### config.mk
export PLATFORM = sky130hd
export DESIGN_NAME = yavas_sayac_cozucu
export DESIGN_NICKNAME = d
export VERILOG_FILES = /design/src/rtl/sayac_pkg.sv /design/src/rtl/sayac_adim_siniflandir.sv /design/src/rtl/yavas_sayac_cozucu.sv
export SDC_FILE = /design/constraint.sdc
export NUM_CORES = 1
export LEC_CHECK = 0
export CAP_MARGIN = 20
export CORE_UTILIZATION = 34
export CTS_BUF_LIST = sky130_fd_sc_hd__clkbuf_8
export CTS_CLUSTER_SIZE = 28
export DETAILED_ROUTE_END_ITERATION = 16
export GPL_ROUTABILITY_DRIVEN = 0
export PLACE_DENSITY_LB_ADDON = 0.08
export SLEW_MARGIN = 30
export SYNTH_ARGS = -nofsm -noshare
export SYNTH_HDL_FRONTEND = slang
export SYNTH_HIERARCHICAL = 1
export SYNTH_SLANG_ARGS = --single-unit
### constraint.sdc
create_clock -name clk -period 7.8 [get_ports clk]
set_clock_uncertainty 0.15 [all_clocks]
set_input_delay 0.78 -clock clk [delete_from_list [all_inputs] [get_ports clk]]
set_output_delay 0.78 -clock clk [all_outputs]
set_load 0.01 [all_outputs]
### src/rtl/sayac_pkg.sv
`default_nettype none
// ============================================================================
// Module      : sayac_pkg
// Description : Definitions shared by the slow up/down counter and its
//               decoder. Holds the default widths and the decoder state
//               encoding.
// Revision    : 1.0 - initial release
// ============================================================================
package sayac_pkg;

  localparam int VARSAYILAN_SAYAC_W   = 6;
  localparam int VARSAYILAN_MIKTAR_W  = 3;
  localparam int VARSAYILAN_PERIYOT_W = 16;

  // BOS: first sample after reset, ILK: no change seen yet, IZLE: tracking
  typedef enum logic [1:0] {
    BOS  = 2'd0,
    ILK  = 2'd1,
    IZLE = 2'd2
  } durum_t;

  // Largest legal step magnitude for a given step width
  function automatic int azami_adim(input int miktar_w);
    return (1 << miktar_w) - 1;
  endfunction

endpackage
`default_nettype wire

### src/rtl/sayac_adim_siniflandir.sv
`default_nettype none
// ============================================================================
// Module      : sayac_adim_siniflandir
// Description : Purely combinational step classifier. Given the previous and
//               current counter values it reports whether the change is a
//               legal up/down step (and its size), a jump to zero caused by a
//               counter reset, or an illegal jump. Equal inputs give no flag.
// Revision    : 1.0 - initial release
// ============================================================================
module sayac_adim_siniflandir
  import sayac_pkg::*;
#(
  parameter int SAYAC_W  = VARSAYILAN_SAYAC_W,
  parameter int MIKTAR_W = VARSAYILAN_MIKTAR_W
) (
  input  logic [SAYAC_W-1:0]  onceki,
  input  logic [SAYAC_W-1:0]  sayac_in,
  output logic                legal,
  output logic                yon,
  output logic [MIKTAR_W-1:0] miktar,
  output logic                sifir,
  output logic                hata
);

  localparam logic [SAYAC_W-1:0] AZAMI_ADIM = SAYAC_W'(azami_adim(MIKTAR_W));

  // Both differences are taken modulo 2^SAYAC_W so wrap-around steps
  // (e.g. 62 -> 3) look like ordinary small steps.
  logic [SAYAC_W-1:0] ileri;
  logic [SAYAC_W-1:0] geri;
  logic               degisti;
  logic               ileri_ok;
  logic               geri_ok;

  assign ileri    = sayac_in - onceki;
  assign geri     = onceki - sayac_in;
  assign degisti  = (sayac_in != onceki);
  assign ileri_ok = (ileri != '0) && (ileri <= AZAMI_ADIM);
  assign geri_ok  = (geri  != '0) && (geri  <= AZAMI_ADIM);

  // Priority: up step, down step, jump to zero, anything else is illegal
  always_comb begin
    legal  = 1'b0;
    yon    = 1'b1;
    miktar = '0;
    sifir  = 1'b0;
    hata   = 1'b0;
    if (degisti) begin
      if (ileri_ok) begin
        legal  = 1'b1;
        yon    = 1'b1;
        miktar = ileri[MIKTAR_W-1:0];
      end else if (geri_ok) begin
        legal  = 1'b1;
        yon    = 1'b0;
        miktar = geri[MIKTAR_W-1:0];
      end else if (sayac_in == '0) begin
        sifir  = 1'b1;
      end else begin
        hata   = 1'b1;
      end
    end
  end

endmodule
`default_nettype wire

### src/rtl/yavas_sayac_cozucu.sv
`default_nettype none
// ============================================================================
// Module      : yavas_sayac_cozucu
// Description : Decoder for the slow up/down counter. Samples the counter
//               value every clock, recovers direction and step size of each
//               update, flags counter-reset jumps and illegal jumps, and
//               measures the number of cycles between accepted changes.
// Revision    : 1.0 - initial release
// ============================================================================
module yavas_sayac_cozucu
  import sayac_pkg::*;
#(
  parameter int SAYAC_W   = VARSAYILAN_SAYAC_W,
  parameter int MIKTAR_W  = VARSAYILAN_MIKTAR_W,
  parameter int PERIYOT_W = VARSAYILAN_PERIYOT_W
) (
  input  logic                 clk,
  input  logic                 sifirlama,
  input  logic [SAYAC_W-1:0]   sayac_in,
  output logic                 yon,
  output logic [MIKTAR_W-1:0]  miktar,
  output logic                 gecerli,
  output logic                 sifir_gordu,
  output logic                 hata,
  output logic [PERIYOT_W-1:0] periyot,
  output logic                 periyot_gecerli
);

  durum_t               durum;
  durum_t               durum_n;
  logic [SAYAC_W-1:0]   onceki;
  logic [SAYAC_W-1:0]   onceki_n;
  logic [PERIYOT_W-1:0] aralik;
  logic [PERIYOT_W-1:0] aralik_n;
  logic [PERIYOT_W-1:0] aralik_doygun;

  logic                 yon_n;
  logic [MIKTAR_W-1:0]  miktar_n;
  logic                 gecerli_n;
  logic                 sifir_gordu_n;
  logic                 hata_n;
  logic [PERIYOT_W-1:0] periyot_n;
  logic                 periyot_gecerli_n;

  logic                 adim_legal;
  logic                 adim_yon;
  logic [MIKTAR_W-1:0]  adim_miktar;
  logic                 adim_sifir;
  logic                 adim_hata;

  sayac_adim_siniflandir #(
    .SAYAC_W  (SAYAC_W),
    .MIKTAR_W (MIKTAR_W)
  ) u_siniflandir (
    .onceki   (onceki),
    .sayac_in (sayac_in),
    .legal    (adim_legal),
    .yon      (adim_yon),
    .miktar   (adim_miktar),
    .sifir    (adim_sifir),
    .hata     (adim_hata)
  );

  // The cycle counter sticks at all-ones so very long holds never wrap
  assign aralik_doygun = (aralik == '1) ? aralik : aralik + PERIYOT_W'(1);

  // State register and all registered outputs
  always_ff @(posedge clk or posedge sifirlama) begin
    if (sifirlama) begin
      durum           <= BOS;
      onceki          <= '0;
      aralik          <= '0;
      yon             <= 1'b1;
      miktar          <= '0;
      gecerli         <= 1'b0;
      sifir_gordu     <= 1'b0;
      hata            <= 1'b0;
      periyot         <= '0;
      periyot_gecerli <= 1'b0;
    end else begin
      durum           <= durum_n;
      onceki          <= onceki_n;
      aralik          <= aralik_n;
      yon             <= yon_n;
      miktar          <= miktar_n;
      gecerli         <= gecerli_n;
      sifir_gordu     <= sifir_gordu_n;
      hata            <= hata_n;
      periyot         <= periyot_n;
      periyot_gecerli <= periyot_gecerli_n;
    end
  end

  // Next-state and output decode; pulses default low, everything else holds
  always_comb begin
    durum_n           = durum;
    onceki_n          = onceki;
    aralik_n          = aralik;
    yon_n             = yon;
    miktar_n          = miktar;
    gecerli_n         = 1'b0;
    sifir_gordu_n     = 1'b0;
    hata_n            = 1'b0;
    periyot_n         = periyot;
    periyot_gecerli_n = periyot_gecerli;

    case (durum)
      BOS: begin
        // The first sample after reset only seeds the reference value
        onceki_n = sayac_in;
        aralik_n = '0;
        durum_n  = ILK;
      end
      ILK, IZLE: begin
        if (sayac_in == onceki) begin
          aralik_n = aralik_doygun;
        end else begin
          if (adim_legal) begin
            yon_n     = adim_yon;
            miktar_n  = adim_miktar;
            gecerli_n = 1'b1;
          end
          sifir_gordu_n = adim_sifir;
          hata_n        = adim_hata;
          // The interval before the very first change has no known start
          // point, so it is not reported as a period.
          if (durum == IZLE) begin
            periyot_n         = aralik;
            periyot_gecerli_n = 1'b1;
          end
          onceki_n = sayac_in;
          aralik_n = PERIYOT_W'(1);
          durum_n  = IZLE;
        end
      end
      default: begin
        durum_n = BOS;
      end
    endcase
  end

endmodule
`default_nettype wire

== Word level (Yosys, flattened, before mapping) ==
Index checks and enable logic that the tools add are counted.
W data, S select, Z words.
Storage, ports and cells
  input port bits: 8
  output and inout bits: 24
  register bits: 48
  word-level logic and storage cells: 66
Operators by class
  reduce and logical (&&, ||, !) cells: 12
  bitwise operators: 1
  $add $sub $neg: 3
  mux-type cells: 31
  magnitude comparators: 2
  eq/ne operators: 7
Operators by type and width (count)
  $mux W16: 2
  $pmux W16 S2: 1
  $mux W1: 21
  $add A16 B1 Y16 const B: 1
  $eq A16 B16 Y1 const B: 1
  $le A6 B3 Y1 const B: 2
  $pmux W6 S2: 1
  $reduce_bool A6 Y1: 2
  $sub A6 B6 Y6: 2
  $mux W3: 3
  $eq A6 B6 Y1: 1
  $logic_not A6 Y1: 1
  $mux W6: 1
  $ne A6 B6 Y1: 1
  $reduce_and A3 Y1: 2
  $pmux W2 S2: 1
  $reduce_and A2 Y1: 2
  $ne A3 B3 Y1 const B: 1
  $eq A2 B1 Y1 const B: 1
  $eq A2 B2 Y1 const B: 1
  $logic_and A1 B1 Y1: 2
  $logic_not A2 Y1: 1
  $mux W2: 1
  $ne A2 B2 Y1 const B: 1
  3 further kinds: 3

== Longest topological paths before layout ==
  word-level depth: 9
  gate-level depth with buffers: 11
  depth with buffers taken out: 11

== Cells and area by module ==
Netlist, hierarchy kept.
By module, submodules not included
  yavas_sayac_cozucu: instances 1, cells each 186, area each 2228.4 um^2, sequential area each 1202.4 um^2
  sayac_adim_siniflandir: instances 1, cells each 85, area each 633.1 um^2, sequential area each 0.0 um^2

== Worst setup path after synthesis ==
Ideal clock, no wire load.
  path kind: input to register
  from: input port sayac_in[4]
  to: register miktar[0]
  data required time: 7525 ps
  path slack: 4640 ps
  stages on the path: 10
  buffers on the path: 1
  arrival time: 2885 ps
  setup time: 125 ps
  cells stage by stage: inv_1 > ha_1 > buf_6 > xor2_1 > or3_1 > a2111o_1 > and2_4 > a21boi_2 > nand3_1 > mux2_2
Between the ends
  cells in the longest elaborated chain, start to end: 7
  elaborated cells on any way between the ends: 18
  those cells by class: 2 x add/sub; 2 x order compare; 2 x eq/ne; 6 x mux; 1 x bitwise; 5 x reduce/logical
RTL lines
  start, declared: RTL line yavas_sayac_cozucu.sv:19  | input logic [SAYAC_W-1:0] sayac_in,
  $sub A6 B6 Y6: RTL line sayac_adim_siniflandir.sv:36  | assign geri = onceki - sayac_in;
  $le A6 B3 Y1 / $reduce_bool A6 Y1 (equally long branches): RTL line sayac_adim_siniflandir.sv:39  | assign geri_ok = (geri != '0) && (geri <= AZAMI_ADIM);
  $logic_and A1 B1 Y1: RTL line sayac_adim_siniflandir.sv:39
  $mux W1: RTL line sayac_adim_siniflandir.sv:53  | end else if (geri_ok) begin
  $mux W1: RTL line sayac_adim_siniflandir.sv:49  | if (ileri_ok) begin
  $mux W1 *: RTL line sayac_adim_siniflandir.sv:48  | if (degisti) begin
  net adim_legal: RTL line yavas_sayac_cozucu.sv:45  | logic adim_legal;
  $reduce_and A3 Y1 (no line) *
  end signal, assigned: RTL line yavas_sayac_cozucu.sv:85  | miktar <= miktar_n;
  end, declared: RTL line yavas_sayac_cozucu.sv:21  | output logic [MIKTAR_W-1:0] miktar,
The timed path passes the listed nets; every way through them passes the cells marked *.
A chain may end at the register's enable or synchronous reset.

== Worst setup path in the final report ==
Same ends and word-level chain as after synthesis.

==> impl_results.md <==
* Post-CTS setup repair buffer count at 0
* Run status: completed
* Layout area overhead at 17.53%
* Post-placement worst setup slack at 3.864 ns
* Avg Vias per Cell at 5.200
* Maximum clock insertion buffer count at 2
* Full die area at 0.008787 mm²
* Delay of the slowest cell on the worst path at 0.55 ns
* Number of clock sinks at 48
* Register bit total from synthesis at 48
* Aggregate negative setup slack at 0 ns
* Std-Cell Core Area at 0.008175 mm²
* Worst path slowest cell: sky130_fd_sc_hd__clkdlybuf4s50_1
* Syn_nets at 294
* Post-synthesis xor/xnor area fraction at 4.547%
* Tightest slew margin relative to the limit at 49.02%
* Share of the synthesized area in the top cell type at 41.10%
* Post-synthesis simple-gate area fraction at 16.09%
* Share of flip-flops with an asynchronous set or reset after synthesis at 100.0%
* Buf/Inv on CP at 2
* Post-synthesis compound-gate area fraction at 13.77%
* Switching portion of total power at 41.01%
* Antenna violations before repair at 0
* Area contributors post-synth: sky130_fd_sc_hd__dfrtp_1, sky130_fd_sc_hd__mux2_2, sky130_fd_sc_hd__ha_1, sky130_fd_sc_hd__xnor2_1, sky130_fd_sc_hd__nand3_1
* Final nets at 326
* Internal power consumption at 637.0 µW
* Maximum Capacitance Violations at 0
* Initial cell density of the core at 35.00%
* Relative contribution of combinational cells to total power at 54.7%
* Yosys Warn Count at 6
* Hold buffers post-CTS at 0
* Gate Count Post-Synth at 271
* Peak supply drop at 0.1330 mV
* Post-CTS sizing at 0
* Vertical extent of the die at 93.74 µm
* Adder and majority cell fraction of the synthesized area at 7.084%
* Share of synthesized area spent on multiplexers at 12.02%
* Data arrival time of the critical path at 3.64 ns
* Initial detailed-routing violation count at 69
* Clock power frac at 14.7%
* HPWL after DPL at 4264 µm
* CP Cell Sequence: clkdlybuf4s50_1, inv_1, ha_1, xor2_1, or3_1, a2111o_1, and2_4, a21boi_2, nand3_1, mux2_2
* Antenna diode count at 0
* TritonCTS clock tree: done
* Syn Std Cell Area at 0.002861 mm²
* Residual antenna-violating net count after detailed routing at 0
* Main synth FF type: sky130_fd_sc_hd__dfrtp_1
* Leading area contributor after synthesis: sky130_fd_sc_hd__dfrtp_1
* Largest family of logic cells by synthesized area: simple AND/OR/NAND/NOR gates
* Sequential power share at 30.5%
* Nature of the critical path endpoint: register
* Initial DRT Pass Iterations at 4
* Post-route total power at 1.080 mW
* Via count of the first global-routing pass at 1996
* Final critical delay including setup and external delays at 3.593 ns
* Crit share post-route at 46.06%
* Root cell of the clock tree: sky130_fd_sc_hd__clkbuf_8
* Number of enable flip-flop cells after synthesis at 0
* Maximum level of the CTS H-tree at 2
* Leakage power total at 1.523 nW
* Start-to-end type of the worst setup path: input port to register
* Clk Latency, worst-skew pair at 0.31 ns
* Top delay family on crit path: simple AND/OR/NAND/NOR gates
* Average wire per standard cell at 14.47 µm
* Required time of the worst setup path at 7.84 ns
* Aggregate global-route resource usage at 14.73%
* Setup repair after global routing missed its margin: false
* Count of vias placed by the detailed router at 2127
* Flop-to-flop setup slack at 4.83 ns
* Least setup slack across all paths after layout at 4.207 ns
* Final setup violation count at 0
* Fillers at 795
* Clock buffer count from CTS at 5
* Clock transition at the register clock pins on the worst setup and hold paths after CTS at 0.09 ns
* Number of max-slew violations in the final report at 0
* Post-Synthesis Mean Instance Area at 10.56 µm²
* Highest clock frequency the design can meet at 0.2783 GHz
* Grt total ovfl at 0
* Class of the tightest hold or removal check: register to register
* Distinct cell type count of the synthesized netlist at 56
* Power density over the cells at 321.0 mW/mm²
* Share of post-route cells with drive strength above 1 at 16.78%
* Net switching power at 442.8 µW
* Largest net degree at the start of global routing at 49
* Chip Width at 93.74 µm
* Standard-cell rows at 33
* Top-level port count at 32
* Worst slew pin tran at 0.7628 ns
* Post-synthesis sequential area ratio at 42.02%
* CP Max Fanout at 8
* Post-route DRC at 0
* Wire length of the first global-routing pass at 10030 µm
* Crit start category: input port
* Total count of hold-check failures in the final report at 0
* Drt total wl at 5920 µm
* Port Buf Inserts at 31
[stage by stage]
stage	util, %	hold slack, ns	instance area (µm²)	instances
2_1_floorplan	-	0.3185	2861	271
3_3_place_gp	39.99	0.3004	3269	401
3_5_place_dp	39.99	0.3014	3269	401
4_1_cts	41.14	0.3291	3363	409
5_1_grt	41.14	0.3630	3363	409
6_report	41.14	0.3243	3363	409
[layer usage]
layer  track usage (%)  wire [µm]  vias to the layer above
met3             3.317        240                        5
li1                  -          -                     1044
met1             21.03       3099                     1031
met5                 0          0                        -
met4             4.231         63                        0
met2             22.14       2517                       47
[synth_stat cells, drive strengths merged, types with 5 or more instances]
| library cell | instances |
|---|---|
| nand4 | 8 |
| nor2 | 11 |
| ha | 13 |
| xnor2 | 11 |
| inv | 21 |
| a21o | 5 |
| a21oi | 10 |
| mux2 | 27 |
| o21ai | 7 |
| buf | 8 |
| nand3 | 17 |
| and3 | 8 |
| nand2 | 14 |
| dfrtp | 47 |
[layout make-up]
| class | count | area [µm²] | share of cell area [%] |
|---|---|---|---|
| Clock buffer | 6 | 82.58 | 2.455 |
| Clock inverter | 2 | 11.26 | 0.3348 |
| Inverter | 21 | 78.83 | 2.344 |
| Multi-Input combinational cell | 194 | 1531 | 45.54 |
| Sequential cell | 48 | 1202 | 35.75 |
| Tap cell | 105 | 131.4 | 3.906 |
| Timing Repair Buffer | 33 | 325.3 | 9.673 |
[registers in the layout, indices dropped and copies added (netlist names)]
name,flops
yon,1
gecerli,1
onceki,6
sifir_gordu,1
miktar,3
durum,2
hata,1
aralik,16
periyot,16
periyot_gecerli,1
[logic make-up (layout without fill, tap and decap cells)]
group / Yosys count / in the layout
compound gates: 52 / 52
flops: 48 / 48
xor+xnor: 14 / 14
simple gates: 82 / 82
mux: 31 / 31
buf+inv: 29 / 62
fa+ha+maj: 15 / 15
[power by group through the flow]
stage               Sequential (mW)  Combinational [mW]  Clock (mW)
global route                  0.336               0.658       0.178
finish                        0.330               0.591       0.159
CTS                           0.331               0.596       0.168
global placement              0.334               0.593           0
detailed placement            0.336               0.595           0
floorplan                     0.333               0.460           0
[worst reg2reg max path, stage by stage, from the launching register on]
cell                       delay, ns
sky130_fd_sc_hd__dfrtp_1        0.43
sky130_fd_sc_hd__inv_1          0.07
sky130_fd_sc_hd__ha_1           0.16
sky130_fd_sc_hd__inv_1          0.06
sky130_fd_sc_hd__fa_1           0.39
sky130_fd_sc_hd__a21o_1         0.19
sky130_fd_sc_hd__a21oi_1        0.20
sky130_fd_sc_hd__nand3_1        0.13
sky130_fd_sc_hd__a221o_1        0.40
sky130_fd_sc_hd__a21boi_2       0.16
sky130_fd_sc_hd__nand3_1        0.19
sky130_fd_sc_hd__mux2_2         0.33
[layout by cell type, fill, tap and decap left out, types with 2 or more instances in the layout]
| cell type | n |
|---|---|
| sky130_fd_sc_hd__inv_1 | 21 |
| sky130_fd_sc_hd__a22oi_1 | 3 |
| sky130_fd_sc_hd__xor2_1 | 3 |
| sky130_fd_sc_hd__a22o_1 | 2 |
| sky130_fd_sc_hd__dfrtp_1 | 47 |
| sky130_fd_sc_hd__nor3b_1 | 2 |
| sky130_fd_sc_hd__ha_1 | 13 |
| sky130_fd_sc_hd__o21ai_0 | 7 |
| sky130_fd_sc_hd__nand2_1 | 14 |
| sky130_fd_sc_hd__mux2_2 | 27 |
| sky130_fd_sc_hd__nor2b_1 | 2 |
| sky130_fd_sc_hd__a21oi_1 | 9 |
| sky130_fd_sc_hd__a221o_1 | 4 |
| sky130_fd_sc_hd__nand4_1 | 7 |
| sky130_fd_sc_hd__nor3_1 | 3 |
| sky130_fd_sc_hd__nor4_1 | 2 |
| sky130_fd_sc_hd__or3_1 | 2 |
| sky130_fd_sc_hd__nand3_1 | 16 |
| sky130_fd_sc_hd__nor2_1 | 11 |
| sky130_fd_sc_hd__a211oi_1 | 2 |
| sky130_fd_sc_hd__clkdlybuf4s50_1 | 31 |
| sky130_fd_sc_hd__xnor2_1 | 10 |
| sky130_fd_sc_hd__and3_1 | 7 |
| sky130_fd_sc_hd__nand2b_1 | 4 |
| sky130_fd_sc_hd__clkbuf_8 | 6 |
| sky130_fd_sc_hd__fa_1 | 2 |
| sky130_fd_sc_hd__or2_2 | 2 |
| sky130_fd_sc_hd__buf_4 | 2 |
| sky130_fd_sc_hd__a31oi_1 | 4 |
| sky130_fd_sc_hd__a21o_1 | 4 |
| sky130_fd_sc_hd__mux2i_1 | 4 |
| sky130_fd_sc_hd__o31ai_1 | 2 |
| sky130_fd_sc_hd__o21a_1 | 4 |
[path summary, 6_finish.rpt]
kind                                        startpoint                     endpoint  cells past startpoint
max                                        sayac_in[4]        miktar[0]$_DFFE_PP0P_                     10
min                        periyot_gecerli$_DFFE_PP0P_  periyot_gecerli$_DFFE_PP0P_                      1
max reg2reg                      onceki[0]$_DFFE_PP0P_        miktar[0]$_DFFE_PP0P_                     11
max in group asynchronous                    sifirlama       periyot[7]$_DFFE_PP0P_                      3
min reg2reg                periyot_gecerli$_DFFE_PP0P_  periyot_gecerli$_DFFE_PP0P_                      1
min in group asynchronous                    sifirlama        onceki[4]$_DFFE_PP0P_                      3
Power figures use the tool's default switching activity.
